===== src/rtl/lock_seq_pkg.sv =====
// Shared definitions for the lock sequencer: state encoding, counter and
// sample widths, and the relock counter saturation value.
package lock_seq_pkg;

  localparam int DWELL_W  = 28;
  localparam int SAMPLE_W = 16;
  localparam int COUNT_W  = 16;
  localparam int FILT_W   = 8;

  localparam logic [COUNT_W-1:0] RELOCK_SAT = 16'hFFFF;

  typedef enum logic [1:0] {
    ST_DISABLED = 2'd0,
    ST_SWEEP    = 2'd1,
    ST_SETTLE   = 2'd2,
    ST_LOCKED   = 2'd3
  } state_t;

endpackage


===== src/rtl/lock_seq_timer.sv =====
// Settle dwell timer: an up-counter held at zero while clear is high,
// advancing while enable is high. done flags the terminal count.
module lock_seq_timer
  import lock_seq_pkg::*;
#(
  parameter logic [DWELL_W-1:0] TERMINAL_COUNT = '0
) (
  input  logic clk,
  input  logic rst,
  input  logic clear,
  input  logic enable,
  output logic done
);

  logic [DWELL_W-1:0] count;

  // Dwell count; clear wins so the count reads zero on the first enabled cycle.
  always_ff @(posedge clk) begin
    if (rst || clear) begin
      count <= '0;
    end else if (enable) begin
      count <= count + 1'b1;
    end
  end

  assign done = enable && (count == TERMINAL_COUNT);

endmodule


===== src/rtl/lock_sequencer.sv =====
// Lock sequencer: sweeps until the transmission sample is acquired, dwells
// in SETTLE with the PID running, then holds LOCKED until a filtered loss.
//
//   state    | meaning
//   DISABLED | sweep frozen, PID off; waits for enable_in
//   SWEEP    | relock sweep running, waiting for an acquired sample
//   SETTLE   | PID on, sweep frozen, dwelling SETTLE_CYCLES before lock
//   LOCKED   | PID on, sweep frozen, watching for lock loss
//
// Optional build macro LOCK_SEQ_HYST_EN: when defined the acquire threshold
// is thr_hi_in (two-threshold hysteresis); otherwise thr_lo_in serves both.
module lock_sequencer
  import lock_seq_pkg::*;
#(
  parameter int SETTLE_CYCLES = 100000000,
  parameter int LOSS_FILTER   = 4
) (
  input  logic                       clk_in,
  input  logic                       rst_in,
  input  logic                       enable_in,
  input  logic signed [SAMPLE_W-1:0] trans_in,
  input  logic signed [SAMPLE_W-1:0] thr_lo_in,
  input  logic signed [SAMPLE_W-1:0] thr_hi_in,
  output logic                       sweep_on_out,
  output logic                       sweep_hold_out,
  output logic                       pid_on_out,
  output logic                       pid_clear_out,
  output logic [1:0]                 state_out,
  output logic                       locked_led_out,
  output logic                       unlocked_led_out,
  output logic                       settling_led_out,
  output logic [COUNT_W-1:0]         relock_count_out
);

  localparam logic [DWELL_W-1:0] DWELL_LAST = DWELL_W'(SETTLE_CYCLES - 1);
  localparam logic [FILT_W-1:0]  FILT_LAST  = FILT_W'(LOSS_FILTER - 1);

  state_t                     state;
  state_t                     state_nxt;
  logic [FILT_W-1:0]          filt_cnt;
  logic signed [SAMPLE_W-1:0] acq_thr;
  logic                       sample_low;
  logic                       sample_acq;
  logic                       loss;
  logic                       dwell_done;
  logic                       in_settle;

`ifdef LOCK_SEQ_HYST_EN
  assign acq_thr = thr_hi_in;
`else
  // Single-threshold build: thr_hi_in is deliberately left unconnected.
  logic unused_thr_hi;
  assign unused_thr_hi = ^thr_hi_in;
  assign acq_thr = thr_lo_in;
`endif

  assign sample_low = trans_in < thr_lo_in;
  assign sample_acq = trans_in >= acq_thr;
  assign loss       = sample_low && (filt_cnt == FILT_LAST);
  assign in_settle  = (state == ST_SETTLE);
  assign state_out  = state;

  lock_seq_timer #(
    .TERMINAL_COUNT(DWELL_LAST)
  ) u_timer (
    .clk    (clk_in),
    .rst    (rst_in),
    .clear  (!in_settle),
    .enable (in_settle),
    .done   (dwell_done)
  );

  // Next-state selection; disable overrides everything, loss beats dwell completion.
  always_comb begin
    state_nxt = state;
    if (!enable_in) begin
      state_nxt = ST_DISABLED;
    end else begin
      case (state)
        ST_DISABLED: state_nxt = ST_SWEEP;
        ST_SWEEP:    if (sample_acq) state_nxt = ST_SETTLE;
        ST_SETTLE: begin
          if (loss)            state_nxt = ST_SWEEP;
          else if (dwell_done) state_nxt = ST_LOCKED;
        end
        ST_LOCKED:   if (loss) state_nxt = ST_SWEEP;
        default:     state_nxt = ST_DISABLED;
      endcase
    end
  end

  // State register with outputs decoded from the next state so they move with it.
  always_ff @(posedge clk_in) begin
    if (rst_in) begin
      state            <= ST_DISABLED;
      sweep_on_out     <= 1'b0;
      sweep_hold_out   <= 1'b1;
      pid_on_out       <= 1'b0;
      pid_clear_out    <= 1'b0;
      locked_led_out   <= 1'b1;
      unlocked_led_out <= 1'b1;
      settling_led_out <= 1'b1;
    end else begin
      state            <= state_nxt;
      sweep_on_out     <= (state_nxt != ST_DISABLED);
      sweep_hold_out   <= (state_nxt != ST_SWEEP);
      pid_on_out       <= (state_nxt == ST_SETTLE) || (state_nxt == ST_LOCKED);
      pid_clear_out    <= (state == ST_SWEEP) && (state_nxt == ST_SETTLE);
      locked_led_out   <= (state_nxt != ST_LOCKED);
      settling_led_out <= (state_nxt != ST_SETTLE);
      unlocked_led_out <= !((state_nxt == ST_SWEEP) || (state_nxt == ST_DISABLED));
    end
  end

  // Consecutive-low filter; restarts on every state change and on any good sample.
  always_ff @(posedge clk_in) begin
    if (rst_in) begin
      filt_cnt <= '0;
    end else if (state_nxt != state) begin
      filt_cnt <= '0;
    end else if (((state == ST_SETTLE) || (state == ST_LOCKED)) && sample_low) begin
      filt_cnt <= filt_cnt + 1'b1;
    end else begin
      filt_cnt <= '0;
    end
  end

  // Saturating count of losses out of LOCKED only.
  always_ff @(posedge clk_in) begin
    if (rst_in) begin
      relock_count_out <= '0;
    end else if ((state == ST_LOCKED) && (state_nxt == ST_SWEEP) &&
                 (relock_count_out != RELOCK_SAT)) begin
      relock_count_out <= relock_count_out + 1'b1;
    end
  end

endmodule


===== config.mk =====
export PLATFORM = sky130hd
export DESIGN_NAME = lock_sequencer
export DESIGN_NICKNAME = d
export VERILOG_FILES = /design/src/rtl/lock_seq_pkg.sv /design/src/rtl/lock_seq_timer.sv /design/src/rtl/lock_sequencer.sv
export SDC_FILE = /design/constraint.sdc
export NUM_CORES = 1
export LEC_CHECK = 0
export ABC_AREA = 0
export BUFFER_PORTS_ARGS = -buffer_cell sky130_fd_sc_hd__buf_2
export CAP_MARGIN = 20
export CELL_PAD_IN_SITES_DETAIL_PLACEMENT = 0
export CELL_PAD_IN_SITES_GLOBAL_PLACEMENT = 1
export CORE_AREA = 2 2 95 97
export DETAILED_ROUTE_END_ITERATION = 16
export DIE_AREA = 0 0 97 99
export PLACE_DENSITY_LB_ADDON = 0.1
export SLEW_MARGIN = 20
export SYNTH_ARGS = -nofsm -noshare
export SYNTH_HDL_FRONTEND = slang
export SYNTH_HIERARCHICAL = 1
export SYNTH_SLANG_ARGS = --single-unit

===== constraint.sdc =====
create_clock -name clk_in -period 6.3 [get_ports clk_in]
set_clock_uncertainty 0.05 [all_clocks]
set_input_delay 1.26 -clock clk_in [delete_from_list [all_inputs] [get_ports clk_in]]
set_output_delay 1.26 -clock clk_in [all_outputs]
set_load 0.005 [all_outputs]

==> impl_summary.txt <==
----------------------------------------------------
[Setup path]
  Kind of start point of the critical path ... input pin
  Worst reg2reg setup slack ... 3.33 ns
  Critical Path, Cell by Cell ... buf_2 -> ha_1 -> nand4_1 -> nor2_1 -> a221oi_1 -> and3_1 -> o21ai_1 -> a211o_1 -> or3_1
  Cell with the largest stage delay on the worst path ... and3_1
  Family with the most delay on the worst path ... simple AND/OR/NAND/NOR gates
  Worst path buffer plus inverter count ... 1
  Maximum cell stage delay along the critical path ... 0.44 ns
  Worst endpoint data arrival time ... 3.50 ns
  Worst-path maximum fanout ... 6
  Kind of capture point of the worst setup path ... flop
  CP required ... 6.46 ns
  Critical path type ... in -> reg

[Timing]
  Max-Slew Margin vs Limit ... 54.3%
  Fmax ... 299 MHz
  Number of failing hold endpoints at the final stage ... 0
  Period utilisation layout ... 53.0%
  Final min period ... 3.34 ns
  RSZ-0062 raised after global routing ... false
  Worst-margin pin slew ... 0.685 ns
  Final hold slack ... 0.437 ns
  Final setup violation count ... 0
  Total negative slack ... 0 ns
  Final Max Tran Viols ... 0

[Synth]
  Number of standard cells after synthesis ... 383
  Synthesized netlist net count ... 453
  Number of enable-type register cells in the synthesized netlist ... 0
  Primary flip-flop cell chosen by synthesis mapping ... dfxtp_1
  Distinct cell type count after synthesis ... 49
  Seq/Total Area, Yosys ... 37.5%
  Post-Syn Area ... 3210 um^2
  Yosys top cell area share ... 37.5%
  Mean Syn Cell Area ... 8.37 um^2
  Most instantiated cells after synthesis ... dfxtp_1, nor2_1, inv_1
  Dominant cell type by area after synthesis ... dfxtp_1
  Async set-reset flop share out of synthesis ... 0%
  Dominant cells by area after synthesis ... dfxtp_1, ha_1, a21oi_1
  Count of state elements after synthesis ... 60
  Cell with the most instances after synthesis ... dfxtp_1
  Count of warnings emitted by yosys ... 6

[Placed design]
  Buffers added on ports ... 59
  Detailed placer's ending HPWL ... 5.22 mm
  Last weighted congestion value of the routability-driven placer ... 0.760

[Clock network]
  Root buf cell ... clkbuf_8
  Bufs on Longest Clock Path ... 2
  Setup Fix Bufs, Post-CTS ... 0
  Number of buffers inserted during clock tree synthesis ... 9
  Clock transition at path regs ... 0.07 ns
  CTS HTree Levels ... 3
  CTS-repair resized insts ... 0
  Number of hold buffers added after cts ... 0
  Clock sink count ... 60
  TritonCTS clock tree ... built
  Clk Latency, worst-skew pair ... 0.34 ns

[Global route]
  First-pass GRT wire length ... 12.0 mm
  Maximum number of pins on one net before global-route repair ... 29
  Antenna violations before repair ... 0
  Vias in the first global route ... 2683
  Global route overflow ... 0
  All-Layer GR Usage ... 15.1%

[Layout]
  Share of post-route cells with drive strength above 1 ... 20.0%
  Layout-stage area growth over the synthesis result ... 17.7%
  Post-Route Utilization ... 44.1%
  Layout filler cell count ... 873
  Footprint of the flip-flops and latches ... 1200 um^2
  Multi-input gate area ... 1830 um^2
  Total inserted antenna cells ... 0
  Number of nets in the layout ... 511

[Routing]
  Wire length per cell after detailed routing ... 12.7 um
  Total routed wirelength ... 7.04 mm
  Number of vias per cell after detailed routing ... 5.09
  Total iterations of the first detailed-routing run ... 4
  Vias after detailed routing ... 2820
  Antenna violation net count after detailed routing ... 0
  Violation count after the first detailed-route iteration ... 75
  DRC errors left ... 0

[Worst hold path]
  Hold/Removal Path Class ... reg -> reg

[Floorplan]
  Die X-Extent ... 97 um
  Core Area ... 8550 um^2
  Site Rows ... 34
  Total I/O pin count ... 76
  Die Height ... 99 um
  Area of the die ... 9600 um^2
  Effective utilization at floorplan ... 37.5%

[Power and ir drop]
  PnR Total Power ... 0.794 mW
  Power Dens Cells ... 210 nW/um^2
  Leakage dissipation ... 1.48 nW
  Peak supply drop ... 0.0000827 V

[Run status]
  Run status ... finished, final reports clean

[Run]
  Number of max-cap violations ... 0

----------------------------------------------------
[layout make-up]
type	count	share of cell area, %
clock buffer	12	4.11
clock inverter	4	1.26
inverter	29	2.88
multi-input combinational	282	48.5
sequential	60	31.8
tap	108	3.58
timing repair buffer	59	7.82
[report_power, final]
part | switching (mW) | total, mW | internal (mW) | leakage, nW
sequential | 0.00184 | 0.384 | 0.382 | 0.485
combinational | 0.0334 | 0.0590 | 0.0256 | 0.893
clock | 0.148 | 0.351 | 0.203 | 0.102
total | 0.183 | 0.794 | 0.610 | 1.48
[stage by stage]
stage               area [um^2]  setup WS, ns  std cells
floorplan                  3210          3.02        383
global route               3770          2.80        554
global placement           3570          2.62        538
CTS                        3770          2.97        554
detailed placement         3570          2.61        538
finish                     3770          2.96        554
[cells in the final DEF, fill, tap and decap left out, drive strengths merged, types with 4 or more instances in the layout]
master,n
xor2,12
nor2,34
and3,7
a21oi,29
nand4,14
nor3,7
nand2,27
nor2b,5
or3,18
dfxtp,60
nand3,17
nor4,5
clkbuf,12
or4,18
o21ai,23
ha,19
o31ai,8
xnor2,11
inv,29
nand2b,4
buf,59
[final timing paths]
kind | cells past startpoint | to | startpoint
setup / recovery | 9 | locked_led_out | trans_in[15]
setup reg to reg | 8 | filt_cnt[4] | pid_on_out
hold reg to reg | 2 | u_timer/count[20] | u_timer/count[20]
hold / removal | 2 | u_timer/count[20] | u_timer/count[20]
[cells by family after synthesis]
group                      share of synthesized area [%]
and+or+nand+nor                                     27.8
adders and majority gates                           7.42
DFF                                                 37.5
AOI/OAI and AO/OA                                   15.0
xor gates and xnor gates                            6.28
muxes                                              0.625
buffers and inverters                               5.43
[state kept, by name (all words and copies together) (netlist names)]
register	flops
pid_clear_out	1
sweep_hold_out	1
locked_led_out	1
unlocked_led_out	1
state_out	1
pid_on_out	1
settling_led_out	1
sweep_on_out	1
u_timer/count	28
relock_count_out	16
filt_cnt	8
[per-layer routing]
metal  up-vias  wire length [um]  GRT usage, %
met2        43              3300          25.3
met5         -                 0             0
li1       1491                 -             -
met4         0               105          5.20
met3        10               295          4.61
met1      1276              3340          18.6
[worst min-delay path, delay by kind of cell, from the launching register on]
family / cells / cell delay [ns]
flops: 1 / 0.33
compound gates: 2 / 0.11
Power figures use the tool's default switching activity.
